$ cat config.mk
export PLATFORM = sky130hd
export DESIGN_NAME = spike_encoder_flat
export DESIGN_NICKNAME = d
export VERILOG_FILES = /design/src/rtl/spike_encoder_pkg.sv /design/src/rtl/spike_encoder_if.sv /design/src/rtl/spike_enc_chan.sv /design/src/rtl/spike_encoder.sv /design/src/flat_wrapper.sv
export SDC_FILE = /design/constraint.sdc
export NUM_CORES = 1
export LEC_CHECK = 0
export BUFFER_PORTS_ARGS = -buffer_cell sky130_fd_sc_hd__buf_2
export CAP_MARGIN = 0
export CORE_MARGIN = 5
export CORE_UTILIZATION = 50
export DETAILED_ROUTE_END_ITERATION = 8
export PLACE_DENSITY = 0.63
export SLEW_MARGIN = 25
export SYNTH_ARGS = -nofsm -noshare
export SYNTH_HDL_FRONTEND = slang
export SYNTH_SLANG_ARGS = --single-unit
$ cat constraint.sdc
create_clock -name clk -period 6.7 [get_ports clk]
set_clock_uncertainty 0.2 [all_clocks]
set_input_delay 1.34 -clock clk [delete_from_list [all_inputs] [get_ports clk]]
set_output_delay 1.34 -clock clk [all_outputs]
set_load 0.1 [all_outputs]
$ cat src/rtl/spike_encoder_pkg.sv
// Shared definitions for the spike encoder: channel count, widths, LFSR
// tap mask, FSM state encoding and the LFSR helper functions.
package spike_encoder_pkg;

   localparam int unsigned N_CH    = 8;
   localparam int unsigned CHAN_W  = 3;
   localparam int unsigned RATE_W  = 8;
   localparam int unsigned CNT_W   = 8;
   localparam int unsigned LFSR_W  = 16;

   // Fibonacci taps 16,14,13,11 in a right-shifting register: bits 0,2,3,5
   localparam logic [LFSR_W-1:0] LFSR_TAPS = 16'h002D;

   typedef logic [RATE_W-1:0] rate_t;

   typedef enum logic [1:0] {
      ST_IDLE = 2'd0,
      ST_RUN  = 2'd1,
      ST_DONE = 2'd2
   } state_t;

   // One Fibonacci step: feedback enters at the MSB, register shifts right
   function automatic logic [LFSR_W-1:0] lfsr_next(input logic [LFSR_W-1:0] s);
      return {^(s & LFSR_TAPS), s[LFSR_W-1:1]};
   endfunction

   // Per-channel random byte: low byte of the LFSR rotated right by 2*chan
   function automatic rate_t lfsr_slice(input logic [LFSR_W-1:0] s, input int unsigned chan);
      return RATE_W'({s, s} >> (2 * chan));
   endfunction

endpackage

$ cat src/rtl/spike_encoder_if.sv
// Spike encoder bus: rate-write handshake, window control and spike output.
//   cfg_valid/cfg_ready/cfg_chan/cfg_rate : rate-table write
//   mode/start/win_len                    : window control (sampled at start)
//   spikes/spike_valid                    : per-step spike vector
//   busy/done                             : window status
interface spike_encoder_if;
   import spike_encoder_pkg::*;

   logic              cfg_valid;
   logic              cfg_ready;
   logic [CHAN_W-1:0] cfg_chan;
   rate_t             cfg_rate;
   logic              mode;
   logic              start;
   logic [CNT_W-1:0]  win_len;
   logic [N_CH-1:0]   spikes;
   logic              spike_valid;
   logic              busy;
   logic              done;

   modport master (
      output cfg_valid, cfg_chan, cfg_rate, mode, start, win_len,
      input  cfg_ready, spikes, spike_valid, busy, done
   );

   modport slave (
      input  cfg_valid, cfg_chan, cfg_rate, mode, start, win_len,
      output cfg_ready, spikes, spike_valid, busy, done
   );

endinterface

$ cat src/rtl/spike_enc_chan.sv
// One encoder channel: stochastic comparator and deterministic accumulator.
//   clear   : zero the accumulator (window start)
//   step    : a timestep fires this cycle
//   mode    : 0 = compare rate against rnd, 1 = accumulate rate
//   rate    : channel rate, spikes per 256 steps
//   rnd     : this channel's random byte for the current step
//   spike_c : combinational spike decision for the current step
module spike_enc_chan
   import spike_encoder_pkg::*;
(
   input  logic  clk,
   input  logic  rst,
   input  logic  clear,
   input  logic  step,
   input  logic  mode,
   input  rate_t rate,
   input  rate_t rnd,
   output logic  spike_c
);

   localparam int unsigned SUM_W = RATE_W + 1;

   rate_t            acc_q;
   logic [SUM_W-1:0] sum_c;

   // Carry out of the accumulator is the deterministic spike
   always_comb begin
      sum_c   = {1'b0, acc_q} + SUM_W'(rate);
      spike_c = mode ? sum_c[RATE_W] : (rate > rnd);
   end

   always_ff @(posedge clk) begin
      if (rst) begin
         acc_q <= '0;
      end else if (clear) begin
         acc_q <= '0;
      end else if (step && mode) begin
         acc_q <= sum_c[RATE_W-1:0];
      end
   end

endmodule

$ cat src/rtl/spike_encoder.sv
// Rate-to-spike encoder feeding the first LIF layer. Holds the rate table,
// window FSM, step prescaler and shared LFSR; per-channel decisions are made
// by spike_enc_chan instances.
//   clk, rst : clock, synchronous active-high reset
//   bus      : spike_encoder_if slave (config writes, window control, spikes)
module spike_encoder
   import spike_encoder_pkg::*;
#(
   parameter int unsigned       N_CH      = spike_encoder_pkg::N_CH,
   parameter int unsigned       TICK_DIV  = 1,
   parameter logic [LFSR_W-1:0] LFSR_SEED = 16'hACE1
) (
   input logic             clk,
   input logic             rst,
   spike_encoder_if.slave  bus
);

   state_t            state_q;
   rate_t             rate_q [N_CH];
   logic [CNT_W-1:0]  presc_q;
   logic [CNT_W-1:0]  step_q;
   logic [CNT_W-1:0]  win_q;
   logic              mode_q;
   logic [LFSR_W-1:0] lfsr_q;
   logic [N_CH-1:0]   spikes_q;
   logic              spike_valid_q;
   logic              busy_q;
   logic              done_q;
   logic              cfg_ready_q;

   logic              step_fire_c;
   logic              last_step_c;
   logic              start_c;
   logic              cfg_wr_c;
   logic [N_CH-1:0]   chan_spk_c;

   // Step strobe; the 8-bit step count wraps so win_len = 0 means 256 steps
   always_comb begin
      step_fire_c = (state_q == ST_RUN) && (presc_q == CNT_W'(TICK_DIV - 1));
      last_step_c = step_fire_c && ((step_q + CNT_W'(1)) == win_q);
      start_c     = (state_q == ST_IDLE) && bus.start;
      cfg_wr_c    = (state_q == ST_IDLE) && bus.cfg_valid && cfg_ready_q;
   end

   for (genvar c = 0; c < N_CH; c++) begin : g_chan
      spike_enc_chan u_chan (
         .clk     (clk),
         .rst     (rst),
         .clear   (start_c),
         .step    (step_fire_c),
         .mode    (mode_q),
         .rate    (rate_q[c]),
         .rnd     (lfsr_slice(lfsr_q, c)),
         .spike_c (chan_spk_c[c])
      );
   end

   // Window FSM, rate table, prescaler, LFSR and registered outputs.
   // The LFSR uses its current value for a step and then advances, in
   // either mode, and is never reloaded except by reset.
   always_ff @(posedge clk) begin
      if (rst) begin
         state_q       <= ST_IDLE;
         rate_q        <= '{default: '0};
         presc_q       <= '0;
         step_q        <= '0;
         win_q         <= '0;
         mode_q        <= 1'b0;
         lfsr_q        <= LFSR_SEED;
         spikes_q      <= '0;
         spike_valid_q <= 1'b0;
         busy_q        <= 1'b0;
         done_q        <= 1'b0;
         cfg_ready_q   <= 1'b0;
      end else begin
         spike_valid_q <= step_fire_c;
         spikes_q      <= step_fire_c ? chan_spk_c : '0;
         busy_q        <= (state_q == ST_RUN);
         done_q        <= (state_q == ST_DONE);

         if (cfg_wr_c) begin
            rate_q[bus.cfg_chan] <= bus.cfg_rate;
         end
         if (step_fire_c) begin
            lfsr_q <= lfsr_next(lfsr_q);
         end

         case (state_q)
            ST_IDLE: begin
               cfg_ready_q <= 1'b1;
               if (bus.start) begin
                  state_q     <= ST_RUN;
                  cfg_ready_q <= 1'b0;
                  presc_q     <= '0;
                  step_q      <= '0;
                  win_q       <= bus.win_len;
                  mode_q      <= bus.mode;
               end
            end
            ST_RUN: begin
               cfg_ready_q <= 1'b0;
               if (step_fire_c) begin
                  presc_q <= '0;
                  step_q  <= step_q + CNT_W'(1);
                  if (last_step_c) begin
                     state_q <= ST_DONE;
                  end
               end else begin
                  presc_q <= presc_q + CNT_W'(1);
               end
            end
            ST_DONE: begin
               state_q     <= ST_IDLE;
               cfg_ready_q <= 1'b1;
            end
            default: begin
               state_q     <= ST_IDLE;
               cfg_ready_q <= 1'b0;
            end
         endcase
      end
   end

   assign bus.cfg_ready   = cfg_ready_q;
   assign bus.spikes      = spikes_q;
   assign bus.spike_valid = spike_valid_q;
   assign bus.busy        = busy_q;
   assign bus.done        = done_q;

endmodule

$ cat src/flat_wrapper.sv
// flat-port wrapper written by rule: the top's interface ports become plain ports
module spike_encoder_flat import spike_encoder_pkg::*;
#(
   parameter int unsigned       N_CH      = spike_encoder_pkg::N_CH,
   parameter int unsigned       TICK_DIV  = 1,
   parameter logic [LFSR_W-1:0] LFSR_SEED = 16'hACE1
)
  (clk, rst, bus_cfg_valid, bus_cfg_chan, bus_cfg_rate, bus_mode, bus_start, bus_win_len, bus_cfg_ready, bus_spikes, bus_spike_valid, bus_busy, bus_done);
  spike_encoder_if bus_i ();
  input logic clk;
  input logic rst;
  input wire logic [$bits(bus_i.cfg_valid)-1:0] bus_cfg_valid;
  input wire logic [$bits(bus_i.cfg_chan)-1:0] bus_cfg_chan;
  input wire logic [$bits(bus_i.cfg_rate)-1:0] bus_cfg_rate;
  input wire logic [$bits(bus_i.mode)-1:0] bus_mode;
  input wire logic [$bits(bus_i.start)-1:0] bus_start;
  input wire logic [$bits(bus_i.win_len)-1:0] bus_win_len;
  output wire logic [$bits(bus_i.cfg_ready)-1:0] bus_cfg_ready;
  output wire logic [$bits(bus_i.spikes)-1:0] bus_spikes;
  output wire logic [$bits(bus_i.spike_valid)-1:0] bus_spike_valid;
  output wire logic [$bits(bus_i.busy)-1:0] bus_busy;
  output wire logic [$bits(bus_i.done)-1:0] bus_done;
  assign bus_i.cfg_valid = bus_cfg_valid;
  assign bus_i.cfg_chan = bus_cfg_chan;
  assign bus_i.cfg_rate = bus_cfg_rate;
  assign bus_i.mode = bus_mode;
  assign bus_i.start = bus_start;
  assign bus_i.win_len = bus_win_len;
  assign bus_cfg_ready = bus_i.cfg_ready;
  assign bus_spikes = bus_i.spikes;
  assign bus_spike_valid = bus_i.spike_valid;
  assign bus_busy = bus_i.busy;
  assign bus_done = bus_i.done;
  spike_encoder #(.N_CH(N_CH), .TICK_DIV(TICK_DIV), .LFSR_SEED(LFSR_SEED)) u_core (.clk(clk), .rst(rst), .bus(bus_i));
endmodule
; ---- Word-level counts from Yosys, hierarchy flattened
; Index checks and enable logic that the tools add are counted.
[word_totals]
regBits = 183
word_cells = 94
output_inout_bits = 12
inputBits = 24
[classes]
add_sub_neg = 10
n_eq_ne = 6
magnitude_cmp = 10
n_reduce_logical = 17
bitwise_logic = 2
muxes = 22
[ops]
columns = op, n
row1 = $add A8 B8 Y9, 8
row2 = $bwmux W64, 1
row3 = $gt A8 B8 Y1, 8
row4 = $mux W8, 4
row5 = $pmux W8 S2, 2
row6 = $demux W8 S3, 1
row7 = $add A8 B1 Y8 const B, 2
row8 = $reduce_xor A16 Y1, 1
row9 = $mux W1, 9
row10 = $eq A8 B8 Y1, 1
row11 = $logic_not A8 Y1, 1
row12 = $logic_and A1 B1 Y1, 7
row13 = $mux W2, 3
row14 = $reduce_and A3 Y1, 2
row15 = $ge A4 B4 Y1 const B, 1
row16 = $lt A4 B1 Y1 const B, 1
row17 = $ne A2 B2 Y1 const B, 2
row18 = $not A3 Y4, 1
row19 = $pmux W2 S2, 1
row20 = $reduce_and A2 Y1, 2
row21 = $reduce_or A2 Y1, 2
row22 = $eq A2 B1 Y1 const B, 1
row23 = $eq A2 B2 Y1 const B, 1
row24 = $logic_not A2 Y1, 1
row25 = 4 further kinds, 4

; ---- Logic depth before layout (Yosys ltp)
[depth]
word_depth = 6
ltp_mapped = 9
mapped_depth_nobuf = 8

; ---- Hierarchy
; From an unflattened synthesis, not the netlist that was laid out.
[unflattened]
hier_cells = 1371
hier_area_um2 = 11324.6
[by_module_without_submodules]
columns = module, seq_area_each_um2, cells_per_inst, area_each_um2, n_inst
row1 = spike_enc_chan, 160.2, 106, 820.8, 8
row2 = spike_encoder, 2382.3, 523, 4758.3, 1

; ---- Worst setup path after synthesis
; No wires, ideal clock.
[synth_timing]
kind = in2reg
from = input port bus_start
to = register u_core.step_q[7]
n_path_buf = 1
slack_ns = 3.815
required_ns = 6.430
arrival_time_ns = 2.615
setup_time_ns = 0.070
path_stages = 5
path_cell_list = nor3b_1 -> clkbuf_1 -> nor2_1 -> or4b_1 -> a21oi_1
[synth_between]
elab_chain_len = 2
[synth_rtl]
columns = element, line
row1 = start: declaration, flat_wrapper.sv:16  ; input wire logic [$bits(bus_i.start)-1:0] bus_start;
row2 = $ne A2 B2 Y1 (no line), n/a
row3 = $reduce_and A3 Y1 (no line), n/a
row4 = end signal: assignment, spike_encoder.sv:104  ; step_q <= step_q + CNT_W'(1);
row5 = end: declaration, spike_encoder.sv:21  ; logic [CNT_W-1:0] step_q;
; Every way passes these cells.
; A chain may end at the register's enable or synchronous reset.

; ---- Worst setup path in the final report
[layout_timing]
from = input port rst
to = register u_core.spikes_q[4], in the netlist u_core.bus.spikes[4]
[layout_between]
elab_chain_len = 1
[layout_rtl]
columns = element, line
row1 = start: declaration, flat_wrapper.sv:11  ; input logic rst;
row2 = $reduce_or A2 Y1 (no line), n/a
row3 = end signal: assignment, spike_encoder.sv:77  ; spikes_q <= step_fire_c ? chan_spk_c : '0;
row4 = end: declaration, spike_encoder.sv:25  ; logic [N_CH-1:0] spikes_q;
; Every way passes these cells.

==> metrics.txt <==
worst-margin pin slew between 0.8 and 0.9 ns; Via Count roughly 9,000; vias in the first global route around 8,500; HP Class register to register; CTS tree done; slowest stage delay, CP around 0.75 ns; Initial Utilization 0.503; Syn. warnings 0; Post-Route Utilization 0.546; die span in x 157 µm; Final Hold Vio Count 0; met3 GRT Util 0.0335; unrepaired setup endpoints after global routing no; pin count of the biggest net entering global routing 71; GR met1 Demand/Resource 0.296; fin crit share 0.448; Max-cap violations 0; post-synthesis cell area approximately 11,000 µm²; async set-or-reset flop fraction in the synthesized netlist 0; final setup violation count 0; Mapped Cells about 1,300; Crit-path slowest cell and4_1; global-route usage over all layers 0.219; Post-synth EDFFs 0; Total Die Area between 20,000 and 25,000 µm²; Worst Path Buf+Inv 1; antenna violations before repair 0; DP HPWL around 18 mm; Syn Area/Cell between 8 and 9 µm²; Max Freq about 330 MHz; CTS Buf Count 17; antenna cells 0; global route hottest layer met2; core area 21,600 µm²; #FFs+latches synth 183; Initial DRC Count approximately 540; CP Cell Sequence buf_4 > nor3b_1 > and4_1 > nand2_1 > a21oi_1 > a221o_1; Post-CTS Resized 0; area of the multi-input gates approximately 6800 µm²; Pins Over Slew Limit 0; num rows 54; root buffer cell clkbuf_16; status finished, final reports clean; post-CTS setup buffers 0; final period demand of the worst path around 3 ns; first-pass GRT wire length approximately 44 mm; met2 global-route usage 0.373; Ports 36; setup TNS 0 ns; Max-slew headroom 0.453; vias per cell a little under 6; Buffers on Ports 35; NumNets Final between 1,000 and 1,500; Post-CTS Hold Buffers 0; Synth Flop Type dfxtp_1; P_leak 5.50 nW; Max clock buf depth 2; Worst Setup Start Kind primary input; minimum hold slack 0.258 ns; pwr dens 198 nW/µm²; Worst setup EP type register; Die H ~160 µm; Synth cell types 56; Seq. cell area 3660 µm²; crit-path leading delay family simple AND/OR/NAND/NOR gates; # DRC 0; Pre-Repair DR Iteration Count 5; sequential fraction of the synthesis area 0.337; Clk Latency, worst-skew pair 0.43 ns; share of layout cells above drive strength 1 0.0680; number of routed nets with antenna violations 0; clock-pin slew on the worst setup and hold paths ~0.07 ns; Critical Path AT roughly 3.2 ns; DRT Wirelength 26.5 mm; Mapped Nets between 1,000 and 1,500; Routability Congestion between 0.8 and 0.9; VDD IR max 0.157 mV; worst path required time around 6.9 ns; TritonCTS Sinks 183; Setup CP Type primary input to register; global route overflow 0; filler instances slightly above 2,000; Area after DPL between 10,000 and 15,000 µm²; Area Growth Syn to Fin 8.69%; average wire per standard cell between 15 and 20 µm; H-tree levels 4; Design Area, Final between 10,000 and 15,000 µm²; Max Fanout on Critical Path 45
cell families (layout without fill, tap and decap cells):
family,after synthesis,in the layout,share of synthesized area
xor gates and xnor gates,20,20,0.0161
DFF,183,183,0.337
buffers and inverters,110,122,0.0397
muxes,63,63,0.0581
adders and majority gates,139,139,0.166
and+or+nand+nor,436,436,0.194
AOI/OAI and AO/OA,316,316,0.189
cell type report:
cell class / instances / area share
timing repair buffer: 46 / 0.0237
clock inverter: 13 / 0.0101
tap: 280 / 0.0297
sequential: 183 / 0.310
multi-input combinational: 974 / 0.574
inverter: 44 / 0.0140
clock buffer: 19 / 0.0383
metal layers:
metal,vias to the layer above,part of all wire
met5,-,0
met4,0,0.0094
met3,15,0.033
met2,135,0.48
met1,4292,0.48
li1,4613,-
cell usage after synthesis (all sizes together), types with 8 or more instances:
master     n  area share
o2111ai    8      0.0064
o211ai    15       0.010
dfxtp    183        0.34
nor4       9      0.0052
buf       18      0.0079
a211o     21       0.017
o21a      16       0.011
nand3     65       0.030
or3       11      0.0063
inv       44       0.015
o21ai     30       0.014
nor2b      8      0.0046
clkbuf    48       0.017
nor2      96       0.033
xnor2     15       0.012
a21o      32       0.022
mux2i     62       0.057
nand3b    14      0.0097
a211oi    33       0.023
nand2    145       0.050
o21bai    13      0.0090
nor3      22       0.012
a21oi    120       0.055
fa         8       0.015
ha       131        0.15
and3      29       0.017
worst paths after layout:
check,from,endpoint,cells past startpoint,slack (ns)
hold / removal,u_core.g_chan[2].u_chan.acc_q[3],u_core.g_chan[2].u_chan.acc_q[3],2,0.26
setup reg to reg,u_core.presc_q[0],u_core.g_chan[2].u_chan.acc_q[6],8,4.03
setup / recovery,rst,u_core.bus.spikes[4],6,3.70
hold reg to reg,u_core.g_chan[2].u_chan.acc_q[3],u_core.g_chan[2].u_chan.acc_q[3],2,0.26
where the power goes:
group	total (mW)	internal (mW)	switching, mW	leakage [nW]
logic	0.227	0.0675	0.159	3.73
clock network	0.991	0.537	0.454	0.285
registers	1.13	1.11	0.0194	1.48
total	2.34	1.71	0.633	5.50
flip-flops by register name (all words and copies together), names as in the netlist:
signal                      flops
u_core.bus.busy                 1
u_core.bus.cfg_ready            1
u_core.bus.done                 1
u_core.bus.spike_valid          1
u_core.bus.spikes               8
u_core.g_chan.u_chan.acc_q     64
u_core.lfsr_q                  16
u_core.mode_q                   1
u_core.presc_q                  8
u_core.rate_q                  64
u_core.state_q                  2
u_core.step_q                   8
u_core.win_q                    8
placed cells by master, fill, tap and decap left out, types with 33 or more instances in the layout:
cell type / instances
nand2_1: 145
nor2_1: 94
nand3_1: 65
ha_1: 131
mux2i_1: 62
a21oi_1: 120
dfxtp_1: 183
inv_1: 44
a211oi_1: 33
buf_2: 34
tightest hold or removal path, delay by kind of cell, from the launching register on:
kind / cells / cell delay, ns
AOI/OAI and AO/OA: 1 / 0.05
and+or+nand+nor: 1 / 0.05
DFF: 1 / 0.31
per-stage QoR:
stage	worst slack, ns	instances	power (mW)
3_3_place_gp	3.35	1526	1.37
5_1_grt	3.55	1559	2.44
2_1_floorplan	3.81	1267	1.30
6_report	3.70	1559	2.34
3_5_place_dp	3.29	1526	1.37
4_1_cts	3.72	1558	2.36
Power figures use the tool's default switching activity.
